<file path="config.mk">
export PLATFORM = sky130hd
export DESIGN_NAME = logic_arbiter
export DESIGN_NICKNAME = d
export VERILOG_FILES = /design/src/rtl/logic_arbiter.sv
export SDC_FILE = /design/constraint.sdc
export NUM_CORES = 1
export LEC_CHECK = 0
export CAP_MARGIN = 20
export CORE_MARGIN = 1.5
export CORE_UTILIZATION = 38
export DETAILED_ROUTE_END_ITERATION = 6
export PLACE_DENSITY = 0.73
export SLEW_MARGIN = 20
export SYNTH_ARGS = -nofsm -noshare
export SYNTH_HDL_FRONTEND = slang
export SYNTH_SLANG_ARGS = --single-unit
</file>
<file path="constraint.sdc">
create_clock -name clk -period 1.3 [get_ports clk]
set_input_delay 0.26 -clock clk [delete_from_list [all_inputs] [get_ports clk]]
set_output_delay 0.26 -clock clk [all_outputs]
set_load 0.05 [all_outputs]
</file>
<file path="src/rtl/logic_arbiter.sv">
// Two-requester round-robin arbiter in front of one shared logic unit.
// One operation in flight; lu_out is captured LU_LAT cycles after operands load.
module logic_arbiter #(
    parameter int LU_LAT = 1
) (
    input  logic       clk,
    input  logic       rst_n,
    input  logic       req0_valid,
    input  logic       req1_valid,
    output logic       req0_ready,
    output logic       req1_ready,
    input  logic [3:0] req0_x,
    input  logic [3:0] req0_y,
    input  logic [3:0] req1_x,
    input  logic [3:0] req1_y,
    input  logic [1:0] req0_sel,
    input  logic [1:0] req1_sel,
    output logic       rsp0_valid,
    output logic       rsp1_valid,
    input  logic       rsp0_ready,
    input  logic       rsp1_ready,
    output logic [7:0] rsp0_data,
    output logic [7:0] rsp1_data,
    output logic [3:0] lu_x,
    output logic [3:0] lu_y,
    output logic [1:0] lu_sel,
    input  logic [7:0] lu_out,
    output logic       busy,
    output logic [7:0] ops_done
);
    localparam logic [3:0] CNT_INIT = 4'(LU_LAT - 1);

    typedef enum logic [1:0] {IDLE, EXEC, RESP} state_t;

    state_t     state, state_nx;
    logic       last;
    logic       gnt;
    logic       pick;
    logic       accept;
    logic       rsp_hs;
    logic [3:0] cnt;
    logic [7:0] res;

    // last holds the index served most recently; reset to 1 so req0 wins the first tie
    assign pick = req1_valid & (~req0_valid | ~last);

    always_ff @(posedge clk or negedge rst_n) begin
        if (!rst_n) state <= IDLE;
        else        state <= state_nx;
    end

    always_comb begin
        state_nx   = state;
        req0_ready = 1'b0;
        req1_ready = 1'b0;
        rsp0_valid = 1'b0;
        rsp1_valid = 1'b0;
        accept     = 1'b0;
        rsp_hs     = 1'b0;
        busy       = (state != IDLE);
        case (state)
            IDLE: begin
                req0_ready = req0_valid & ~pick;
                req1_ready = pick;
                accept     = req0_valid | req1_valid;
                if (accept) state_nx = EXEC;
            end
            EXEC: begin
                if (cnt == 4'd0) state_nx = RESP;
            end
            RESP: begin
                rsp0_valid = ~gnt;
                rsp1_valid = gnt;
                rsp_hs     = gnt ? rsp1_ready : rsp0_ready;
                if (rsp_hs) state_nx = IDLE;
            end
            default: state_nx = IDLE;
        endcase
    end

    always_ff @(posedge clk or negedge rst_n) begin
        if (!rst_n) begin
            lu_x     <= 4'd0;
            lu_y     <= 4'd0;
            lu_sel   <= 2'd0;
            last     <= 1'b1;
            gnt      <= 1'b0;
            cnt      <= 4'd0;
            res      <= 8'd0;
            ops_done <= 8'd0;
        end else begin
            if (accept) begin
                lu_x   <= pick ? req1_x   : req0_x;
                lu_y   <= pick ? req1_y   : req0_y;
                lu_sel <= pick ? req1_sel : req0_sel;
                gnt    <= pick;
                cnt    <= CNT_INIT;
            end
            if (state == EXEC) begin
                if (cnt == 4'd0) res <= lu_out;
                else             cnt <= cnt - 4'd1;
            end
            if (rsp_hs) begin
                last     <= gnt;
                ops_done <= ops_done + 8'd1;
            end
        end
    end

    // Only the granted side shows the result; the other reads zero
    assign rsp0_data = rsp0_valid ? res : 8'd0;
    assign rsp1_data = rsp1_valid ? res : 8'd0;

endmodule
</file>
==> results.toml <==
[route]
wirelength_um = 6230
viasPerCell = 5.42
post-route-drc-count = 0
post_drt_wl_per_cell_um = 19.7
antenna_left = 0
vias = 1714
first_iter_violations = 94
drt-pass1-iter-count = 4

[floorplan]
die_w_um = 69.2
pin_count = 73
die_h_um = 69.2
start_util_pct = 40.5
num_rows = 23
core_area_um2 = 4120
dieArea_um2 = 4790

[clock_network]
clockRootBuffer = "clkbuf_8"
clkSinkCount = 34
cts_tree = "yes"
clockBufferDepth = 2
cts_hold_buf = 0
clkTransAtPathRegs_ns = 0.07
htree_num_levels = 2
clkLatencyLatePin_ns = 0.29
numCtsBuffers = 5

[sta]
rsz0062_at_grt = "yes"
fin_setup_tns_ns = -10.55
relSlewSlack_pct = 73.7
final-hold-violation-count = 0
setup_viol = 41
period_share_pct = 131
fin_skew_ns = 0.00602
min_period_ns = 1.70
worstMarginPinSlew_ns = 0.395
worst_slack_ns = -0.401
maxSlewViolCount = 0
max_freq_mhz = 588

[synth]
ys_types = 34
yosys-top-cells-count = "dfrtp_1, o21ai_0, and2_1"
ys.flop_type = "dfrtp_1"
synth_top_area_share_pct = 49.5
ys_seq_area_share_pct = 51.1
ys_warn_count = 0
syn-num-nets = 187
synth_top_area_cell = "dfrtp_1"
synth_edf_count = 0
synth_area_um2 = 1670
avgSynthCellArea_um2 = 11.0
synth-seq-cells = 34
synth_cells = 151
synth_area_leaders = "dfrtp_1, mux2i_1, o21ai_0, mux2_2, and2_1"
synth.most_common_cell = "dfrtp_1"
async_flop_share_pct = 100

[layout]
layout.nets = 301
diodes = 0
final_area_um2 = 3510
drive_gt1_share_pct = 56.0
n_fill_cell = 191
area_growth_pct = 111

[pwr]
p_total_uw = 8790
peakVddDrop_uv = 1390
cellPowerDensity_nw_per_um2 = 2500
leakagePower_uw = 0.00157

[placed_design]
gp_congestion = 0.726
portBuffers = 72
dpl.hpwl_um = 3620
postPlaceCellArea_um2 = 3090

[critical_path]
crit_chain = "nand2b_4, nor2_4, and2_4, buf_12"
arrival_ns = 1.44
critPathKind = "flop to output pin"
cp_max_fo = 6
slowest_delay_ns = 0.47
crit_slowest_cell = "dfrtp_2"
worstSetupStartpointType = "flop"
crit_buf_inv = 1
worstPathRequired_ns = 1.04
path_delay_family = "simple AND/OR/NAND/NOR gates"
crit_path_end_kind = "output pin"

[global_route]
grt.overflow.total = 0
first_global_vias = 1711
grt_max_degree = 35
grt_pass1_wl_um = 8840
grt_use_total_pct = 23.4
antenna_found_initial = 0

[status]
failed_checks = "setup timing"
status = "finished with violations"

[flow_run]
drv_cap = 0

[worst_hold_path]
holdCritPathClass = "input pin to asynchronous set/reset pin"
==> stage by stage <==
step | utilization (%) | setup WS (ns) | hold slack, ns | std cells
2_1_floorplan | - | -0.221 | -0.0356 | 151
6_report | 85.3 | -0.401 | 0.375 | 316
4_1_cts | 80.7 | -0.339 | 0.355 | 307
3_3_place_gp | 75.2 | -0.279 | 0.492 | 293
5_1_grt | 85.3 | -0.451 | 0.395 | 316
3_5_place_dp | 75.2 | -0.337 | 0.494 | 293
==> where the power goes <==
group	switching [uW]	internal (uW)	total, uW
logic	2850	2990	5840
registers	613	1530	2150
clock network	373	427	800
==> timing repair <==
| action | in CTS | in global routing |
|---|---|---|
| cloned | 3 | 0 |
| pin swaps | 13 | 16 |
| buffers inserted | 4 | 9 |
| setup endpoints to repair | 47 | 55 |
| gates resized for setup | 26 | 37 |
==> cell type report <==
class	count	area [um2]	area share [%]
Inverter	3	18.8	0.535
Multi-Input combinational cell	111	1020	28.9
Timing Repair Buffer	110	1460	41.6
Clock inverter	1	5.00	0.143
Clock buffer	7	86.3	2.46
Sequential cell	34	862	24.6
Tap cell	50	62.6	1.78
==> cell families (layout without fill, tap and decap cells) <==
logic type | Yosys count | in the layout | synth area share, %
AND/OR/NAND/NOR | 45 | 48 | 15.9
adder cells (fa/ha/maj) | 2 | 2 | 1.50
multiplexers | 23 | 23 | 14.6
buffers and inverters | 9 | 121 | 2.70
flip-flops | 34 | 34 | 51.1
AO/OA/AOI/OAI | 31 | 31 | 10.5
XOR/XNOR | 7 | 7 | 3.68
==> cell usage in the layout (no fill, tap or decap), types with 3 or more instances in the layout <==
cell type	n
xnor2_1	3
buf_6	12
nor2_4	5
clkdlybuf4s50_1	31
o21ai_1	5
buf_4	25
o21ai_0	18
mux2i_1	12
and2_4	17
nand2b_4	4
clkbuf_8	6
nand2_1	4
buf_12	40
dfrtp_2	8
dfrtp_1	25
mux2_4	5
mux2_2	5
xor2_1	4
==> path summary, 6_finish.rpt <==
kind / slack (ns) / endpoint / from / cells past startpoint
min in group clk: 0.49 / state[0] / req1_valid / 4
max in group asynchronous: 0.68 / last / rst_n / 2
worst max register to register: -0.32 / cnt[3] / state[1] / 4
worst max-delay path: -0.40 / rsp0_data[1] / state[0] / 4
worst min register to register: 0.54 / ops_done[5] / ops_done[5] / 1
worst min-delay path: 0.38 / res[7] / rst_n / 2
==> layer usage <==
layer / track usage [%] / up-vias / part of all wire (%)
met3: 6.25 / 16 / 5.7
li1: - / 760 / -
met1: 27.2 / 854 / 38
met2: 42.6 / 84 / 53
met5: 0 / - / 0
met4: 5.66 / 0 / 3.3
==> flip-flops by register name, summed over array words and instances, names as in the netlist <==
register and cells:
lu_x 4, last 1, ops_done 8, gnt 1
cnt 4, lu_y 4, state 2, lu_sel 2
res 8
(Power assumes the default switching activity.)
